`src/rtl/ofm_wr_pkg.sv`:
```
// Shared constants and FSM encoding for the OFM AXI4 write master.
// Imported by the top and the burst-length FIFO.
package ofm_wr_pkg;

  localparam logic [2:0] AXSIZE_64B = 3'd6;
  localparam logic [1:0] BURST_INCR = 2'b01;
  localparam logic [1:0] RESP_OKAY  = 2'b00;

  localparam int BEAT_BYTES = 64;
  localparam int PAGE_BYTES = 4096;

  typedef enum logic [1:0] {
    ST_IDLE,
    ST_ACTIVE,
    ST_FLUSH
  } wr_state_e;

endpackage

```
`src/rtl/ofm_wr_len_fifo.sv`:
```
// Burst-length FIFO between AW issue and W drain.
// Extra pointer bit separates full from empty; DEPTH must be a power of 2 >= 2.
module ofm_wr_len_fifo
  import ofm_wr_pkg::*;
#(
  parameter int DEPTH = 4,
  parameter int WIDTH = 9
) (
  input  logic             clk,
  input  logic             rst_n,
  input  logic             push,
  input  logic [WIDTH-1:0] din,
  input  logic             pop,
  output logic [WIDTH-1:0] dout,
  output logic             full,
  output logic             empty
);

  localparam int PW = $clog2(DEPTH);

  logic [WIDTH-1:0] mem [DEPTH];
  logic [PW:0]      wp;
  logic [PW:0]      rp;

  assign empty = (wp == rp);
  assign full  = (wp[PW] != rp[PW]) &&
                 (wp[PW-1:0] == rp[PW-1:0]);
  assign dout  = mem[rp[PW-1:0]];

  always_ff @(posedge clk) begin
    if (push && !full) mem[wp[PW-1:0]] <= din;
  end

  always_ff @(posedge clk or negedge rst_n) begin
    if (!rst_n) begin
      wp <= '0;
      rp <= '0;
    end else begin
      if (push && !full) wp <= wp + 1'b1;
      if (pop && !empty) rp <= rp + 1'b1;
    end
  end

endmodule

```
`src/rtl/ofm_axi_write_master.sv`:
```
// AXI4 write master draining the 512-bit OFM stream into memory.
// Bursts are page-clipped; completion waits for every B response.
module ofm_axi_write_master
  import ofm_wr_pkg::*;
#(
  parameter int ADDR_WIDTH      = 64,
  parameter int DATA_WIDTH      = 512,
  parameter int MAX_BURST_LEN   = 64,
  parameter int MAX_OUTSTANDING = 4
) (
  input  logic                    clk,
  input  logic                    rst_n,
  input  logic                    req,
  input  logic [ADDR_WIDTH-1:0]   addr_base,
  input  logic [ADDR_WIDTH-1:0]   offset,
  input  logic [ADDR_WIDTH-1:0]   xfer_size,
  output logic                    done,
  output logic                    busy,
  output logic                    err,
  input  logic                    s_tvalid,
  output logic                    s_tready,
  input  logic [DATA_WIDTH-1:0]   s_tdata,
  output logic                    m_awvalid,
  input  logic                    m_awready,
  output logic [ADDR_WIDTH-1:0]   m_awaddr,
  output logic [7:0]              m_awlen,
  output logic [2:0]              m_awsize,
  output logic [1:0]              m_awburst,
  output logic                    m_wvalid,
  input  logic                    m_wready,
  output logic [DATA_WIDTH-1:0]   m_wdata,
  output logic [DATA_WIDTH/8-1:0] m_wstrb,
  output logic                    m_wlast,
  input  logic                    m_bvalid,
  output logic                    m_bready,
  input  logic [1:0]              m_bresp
);

  localparam int BW = ADDR_WIDTH - 6;
  localparam int OW = $clog2(MAX_OUTSTANDING) + 1;
  localparam logic [OW-1:0] MAX_OS = OW'(MAX_OUTSTANDING);
  localparam logic [8:0]    MBL    = 9'(MAX_BURST_LEN);

  wr_state_e       state;
  wr_state_e       state_nxt;
  logic [ADDR_WIDTH-1:0] cur_addr;
  logic [BW-1:0]   beats_aw;
  logic [BW-1:0]   beats_w;
  logic [OW-1:0]   outst;
  logic [8:0]      w_cnt;
  logic            w_active;
  logic            accept;
  logic            aw_hs;
  logic            w_hs;
  logic            b_hs;
  logic            aw_raise;
  logic            pop;
  logic [12:0]     page_room;
  logic [8:0]      cap;
  logic [8:0]      len;
  logic [8:0]      aw_beats;
  logic [8:0]      fifo_dout;
  logic            fifo_full;
  logic            fifo_empty;
  logic            unused_size;

  assign unused_size = ^xfer_size[5:0];

  assign m_awsize  = AXSIZE_64B;
  assign m_awburst = BURST_INCR;
  assign m_wstrb   = '1;
  assign m_wdata   = s_tdata;
  assign m_wvalid  = s_tvalid & w_active;
  assign s_tready  = m_wready & w_active;
  assign m_wlast   = w_active & (w_cnt == 9'd1);
  assign busy      = (state != ST_IDLE);
  assign m_bready  = busy;

  assign accept   = (state == ST_IDLE) && req;
  assign aw_hs    = m_awvalid & m_awready;
  assign w_hs     = m_wvalid & m_wready;
  assign b_hs     = m_bvalid & m_bready;
  assign pop      = !w_active && !fifo_empty;
  assign aw_beats = {1'b0, m_awlen} + 9'd1;

  // Largest burst that stays inside the current 4 KB page
  always_comb begin
    page_room = 13'(PAGE_BYTES) - {1'b0, cur_addr[11:0]};
    cap = ({2'b0, page_room[12:6]} < MBL) ?
          {2'b0, page_room[12:6]} : MBL;
    len = (beats_aw < BW'(cap)) ? beats_aw[8:0] : cap;
  end

  assign aw_raise = (state == ST_ACTIVE) && !m_awvalid &&
                    (beats_aw != '0) && (outst < MAX_OS) &&
                    !fifo_full;

  always_comb begin
    state_nxt = state;
    done      = 1'b0;
    unique case (state)
      ST_IDLE: begin
        if (req)
          state_nxt = (xfer_size[ADDR_WIDTH-1:6] == '0) ?
                      ST_FLUSH : ST_ACTIVE;
      end
      ST_ACTIVE: begin
        if (beats_aw == '0 && beats_w == '0)
          state_nxt = ST_FLUSH;
      end
      ST_FLUSH: begin
        if (outst == '0) begin
          state_nxt = ST_IDLE;
          done      = 1'b1;
        end
      end
      default: state_nxt = ST_IDLE;
    endcase
  end

  always_ff @(posedge clk or negedge rst_n) begin
    if (!rst_n) begin
      state    <= ST_IDLE;
      cur_addr <= '0;
      beats_aw <= '0;
      beats_w  <= '0;
      err      <= 1'b0;
    end else begin
      state <= state_nxt;
      if (accept) begin
        cur_addr <= addr_base + offset;
        beats_aw <= xfer_size[ADDR_WIDTH-1:6];
        beats_w  <= xfer_size[ADDR_WIDTH-1:6];
        err      <= 1'b0;
      end else begin
        if (aw_hs) begin
          cur_addr <= cur_addr + (ADDR_WIDTH'(aw_beats) << 6);
          beats_aw <= beats_aw - BW'(aw_beats);
        end
        if (w_hs) beats_w <= beats_w - BW'(1);
        if (b_hs && m_bresp != RESP_OKAY) err <= 1'b1;
      end
    end
  end

  always_ff @(posedge clk or negedge rst_n) begin
    if (!rst_n) begin
      m_awvalid <= 1'b0;
      m_awaddr  <= '0;
      m_awlen   <= '0;
    end else if (aw_raise) begin
      m_awvalid <= 1'b1;
      m_awaddr  <= cur_addr;
      m_awlen   <= 8'(len - 9'd1);
    end else if (aw_hs) begin
      m_awvalid <= 1'b0;
    end
  end

  always_ff @(posedge clk or negedge rst_n) begin
    if (!rst_n) begin
      outst <= '0;
    end else begin
      unique case (1'b1)
        aw_hs && !b_hs: outst <= outst + OW'(1);
        b_hs && !aw_hs: outst <= outst - OW'(1);
        default: ;
      endcase
    end
  end

  always_ff @(posedge clk or negedge rst_n) begin
    if (!rst_n) begin
      w_active <= 1'b0;
      w_cnt    <= '0;
    end else if (pop) begin
      w_active <= 1'b1;
      w_cnt    <= fifo_dout;
    end else if (w_hs) begin
      w_cnt <= w_cnt - 9'd1;
      if (w_cnt == 9'd1) w_active <= 1'b0;
    end
  end

  ofm_wr_len_fifo #(
    .DEPTH (MAX_OUTSTANDING),
    .WIDTH (9)
  ) u_len_fifo (
    .clk   (clk),
    .rst_n (rst_n),
    .push  (aw_hs),
    .din   (aw_beats),
    .pop   (pop),
    .dout  (fifo_dout),
    .full  (fifo_full),
    .empty (fifo_empty)
  );

endmodule

```
`config.mk`:
```
export PLATFORM = sky130hd
export DESIGN_NAME = ofm_axi_write_master
export DESIGN_NICKNAME = d
export VERILOG_FILES = /design/src/rtl/ofm_wr_pkg.sv /design/src/rtl/ofm_wr_len_fifo.sv /design/src/rtl/ofm_axi_write_master.sv
export SDC_FILE = /design/constraint.sdc
export NUM_CORES = 1
export LEC_CHECK = 0
export CORE_AREA = 2 2 533 535
export CTS_BUF_LIST = sky130_fd_sc_hd__clkbuf_8
export DETAILED_ROUTE_END_ITERATION = 8
export DIE_AREA = 0 0 535 537
export SLEW_MARGIN = 5
export SYNTH_ARGS = -nofsm -noshare
export SYNTH_HDL_FRONTEND = slang
export SYNTH_HIERARCHICAL = 1
export SYNTH_SLANG_ARGS = --single-unit
```
`constraint.sdc`:
```
create_clock -name clk -period 4.6 [get_ports clk]
set_input_delay 0.46 -clock clk [delete_from_list [all_inputs] [get_ports clk]]
set_output_delay 0.46 -clock clk [all_outputs]
set_load 0.02 [all_outputs]
```
==> results.py <==
metrics = {
    "worst_setup_path": {
        "cp.arrival_ps": 4970,
        "crit_top_cell": "nand2_1",
        "cp.required_ps": 5200,
        "path_cells": "nor4_4 -> nand2_1 -> or4_4 -> or3_4 -> or2_2 -> ha_1 -> nand2_1 -> nor2_1 -> or4_4 -> nor4_4 -> buf_4 -> nand2_1 -> o31a_1 -> ha_1 -> nor3b_2 -> mux2i_2 -> a21oi_2 -> xnor2_1 -> o21ai_2",
        "crit_family": "simple AND/OR/NAND/NOR gates",
        "r2r-start": "cur_addr[3]$_DFFE_PN0P_",
        "path_class": "reg -> reg",
        "cpMaxStageDelayCell": "or4_4",
        "critPathBufInv": 1,
        "endpoint_kind": "flip-flop",
        "startpoint_type": "flip-flop",
        "max_stage_delay_ps": 480,
        "worstPathMaxFanout": 6,
        "cp-startpoint": "cur_addr[3]$_DFFE_PN0P_",
    },
    "drt": {
        "drt_first_pass_iters": 5,
        "antenna_left": 0,
        "wirelength_um": 184000,
        "vias_per_cell": 3.04,
        "vias": 19300,
        "drc": 0,
        "drt_iter0_markers": 1403,
        "avgRoutedWirePerCell_um": 28.9,
    },
    "logic_synthesis": {
        "synth_cells": 2768,
        "synthXorXnorAreaFrac": 0.0850,
        "synth_fa_ha_area_frac": 0.0536,
        "synthDistinctLibCells": 87,
        "synthArstFlopShare": 0.884,
        "synth_edf_count": 36,
        "synth_top_family_by_area": "buffers and inverters",
        "synth_warnings": 6,
        "synth_mux_area_frac": 0.0391,
        "synth_area_um2": 24400,
        "seq_area_frac_synth": 0.327,
        "syn_avg_cell_area_um2": 8.81,
        "yosys.area_share.simple": 0.157,
        "synth_seq_cells": 311,
        "synth_compound_area_frac": 0.133,
        "synthFlopType": "dfrtp_1",
    },
    "grt": {
        "grt_usage": 0.123,
        "grt_overflow": 0,
        "grt_pass1_vias": 18600,
        "grt_pass1_wl_um": 224000,
        "antenna_found_initial": 62,
        "grt_max_degree": 82,
    },
    "clock_tree": {
        "root_buffer": "clkbuf_8",
        "cts_tree": "built",
        "numCtsBuffers": 56,
        "clock_latency_ps": 770,
        "htree_num_levels": 2,
        "cts_num_sinks": 311,
        "path_clk_slew_ps": 60,
        "clockBufferDepth": 3,
    },
    "floorplan": {
        "core-area_um2": 281000,
        "initial_core_util": 0.0867,
        "fp.dieH_um": 537,
        "rows": 195,
        "ios": 1374,
        "die_w_um": 535,
        "die_area_um2": 287000,
    },
    "hold_path": {
        "worstHoldPathType": "in -> async",
    },
    "sta": {
        "fmax_mhz": 228,
        "period_share": 0.952,
        "worst_pin_slew_ps": 874,
        "drv_slew": 0,
        "fin_setup_tns_ps": 0,
        "setup_viol": 0,
        "hold_viol_final": 0,
        "period_needed_ps": 4380,
        "fin_skew_ps": 81.6,
        "max_slew_margin": 0.410,
    },
    "finish": {
        "drive_gt1_frac": 0.106,
        "nNetsFinal": 3394,
        "regArea_um2": 7960,
        "stdcell_area_um2": 29300,
        "syn2layout_area_growth_pct": 20.0,
        "final_cell_mix": "275 x dfrtp_1, 273 x clkdlybuf4s50_1, 211 x a21oi_1, 197 x nand2_1, 193 x nor2_1",
        "fillers": 32500,
        "final_common_cell": "dfrtp_1",
        "multi_input_area_um2": 11700,
    },
    "placed_design": {
        "gp_congestion": 0.863,
        "dp.final_hpwl_um": 166000,
        "place_area_um2": 28000,
        "io_buffer_count": 274,
    },
    "flow_run": {
        "drv_cap": 0,
    },
    "power_and_ir_drop": {
        "ir_worst_vdd_mv": 0.235,
        "power.static_leakage_nw": 10.1,
        "powerDensity_nw_per_um2": 520,
    },
    "run_status": {
        "status": "completed",
    },
}
cells in the mapped netlist, types with 7 or more instances:
master,n,share of area
a211oi_1,19,0.0058
a21o_1,23,0.0071
a21oi_1,211,0.043
a31oi_1,27,0.0069
and2_1,14,0.0036
and3_1,22,0.0056
buf_1,8,0.0012
buf_4,592,0.18
clkbuf_1,68,0.010
dfrtp_1,275,0.28
edfxtp_1,36,0.044
ha_1,98,0.050
inv_1,68,0.010
mux2_1,10,0.0046
mux2_2,47,0.022
mux2i_1,11,0.0045
mux4_2,9,0.0083
nand2_1,198,0.030
nand2b_1,13,0.0033
nand3_1,62,0.013
nand4_1,43,0.011
nor2_1,193,0.030
nor3_1,62,0.013
nor3b_1,7,0.0022
nor4_1,55,0.014
o211ai_1,10,0.0031
o21a_1,13,0.0040
o21ai_0,119,0.024
o21ai_1,10,0.0021
o21bai_1,18,0.0055
o31ai_1,15,0.0046
o41ai_1,7,0.0025
or2_2,16,0.0041
or3_1,31,0.0080
or4_1,15,0.0046
xnor2_1,131,0.047
xor2_1,102,0.037
metal layers:
metal	share of wire	GRT usage	up-vias
li1	-	-	8650
met1	0.27	0.0966	8805
met5	0.00093	0.00313	-
met4	0.030	0.0343	24
met3	0.30	0.165	393
met2	0.41	0.176	1461
logic make-up (layout without fill, tap and decap cells):
| kind of cell | Yosys count | in the layout |
|---|---|---|
| simple gates | 768 | 768 |
| xor+xnor | 235 | 235 |
| buf+inv | 739 | 522 |
| mux | 77 | 77 |
| other cells | 2 | 77 |
| compound gates | 534 | 534 |
| flops | 311 | 311 |
| fa+ha+maj | 102 | 102 |
per-stage QoR:
| stage | setup slack (ps) | power [mW] | hold WS, ps | std cells | util |
|---|---|---|---|---|---|
| final | 223 | 15.2 | 285 | 6369 | 0.104 |
| after global routing | -20.7 | 16.4 | 340 | 6365 | 0.104 |
| after CTS | 44.0 | 15.6 | 271 | 6359 | 0.104 |
| after detailed placement | 57.9 | 12.6 | 476 | 6261 | 0.0995 |
| after global placement | -66.0 | 12.5 | 466 | 6261 | 0.0995 |
| after floorplan | 0.201 | 9.78 | 164 | 2835 | - |
sequential cells by signal, summed over array words and instances (netlist names):
name,flops
cur_addr,64
beats_w,58
m_awvalid,1
state,2
u_len_fifo/rp,3
beats_aw,58
u_len_fifo/wp,3
m_awlen,8
w_cnt,9
err,1
outst,3
m_awaddr,64
u_len_fifo/mem,36
w_active,1
final timing paths:
kind / slack (ps) / endpoint / cells past startpoint
worst max register to register: 220 / m_awlen[6]$_DFFE_PN0P_ / 19
min in group clk: 380 / beats_w[18]$_DFFE_PN0P_ / 3
worst max-delay path: 220 / m_awlen[6]$_DFFE_PN0P_ / 19
max in group asynchronous: 3190 / beats_w[43]$_DFFE_PN0P_ / 3
worst min-delay path: 280 / beats_aw[13]$_DFFE_PN0P_ / 2
worst min register to register: 490 / m_awaddr[52]$_DFFE_PN0P_ / 2
layout make-up:
| class | count | area share |
|---|---|---|
| multi-input combinational | 1785 | 0.401 |
| inverter | 68 | 0.00873 |
| clock buffer | 65 | 0.0306 |
| tap | 3743 | 0.160 |
| clock inverter | 32 | 0.00962 |
| sequential | 311 | 0.272 |
| antenna | 8 | 0.000684 |
| timing repair buffer | 357 | 0.117 |
report_power, final:
part / total [mW] / leakage (nW) / internal (mW) / switching [mW]
logic: 7.16 / 5.93 / 2.96 / 4.20
registers: 5.19 / 3.51 / 4.01 / 1.18
clock network: 2.86 / 0.653 / 1.53 / 1.33
total: 15.2 / 10.1 / 8.49 / 6.71
timing repair:
action,CTS,global route
resized for setup,0,8
hold buffers,1,0
endpoints found under the hold margin,73,0
endpoints found under the setup margin,0,2
buffers inserted,0,2
(Power assumes the default switching activity.)
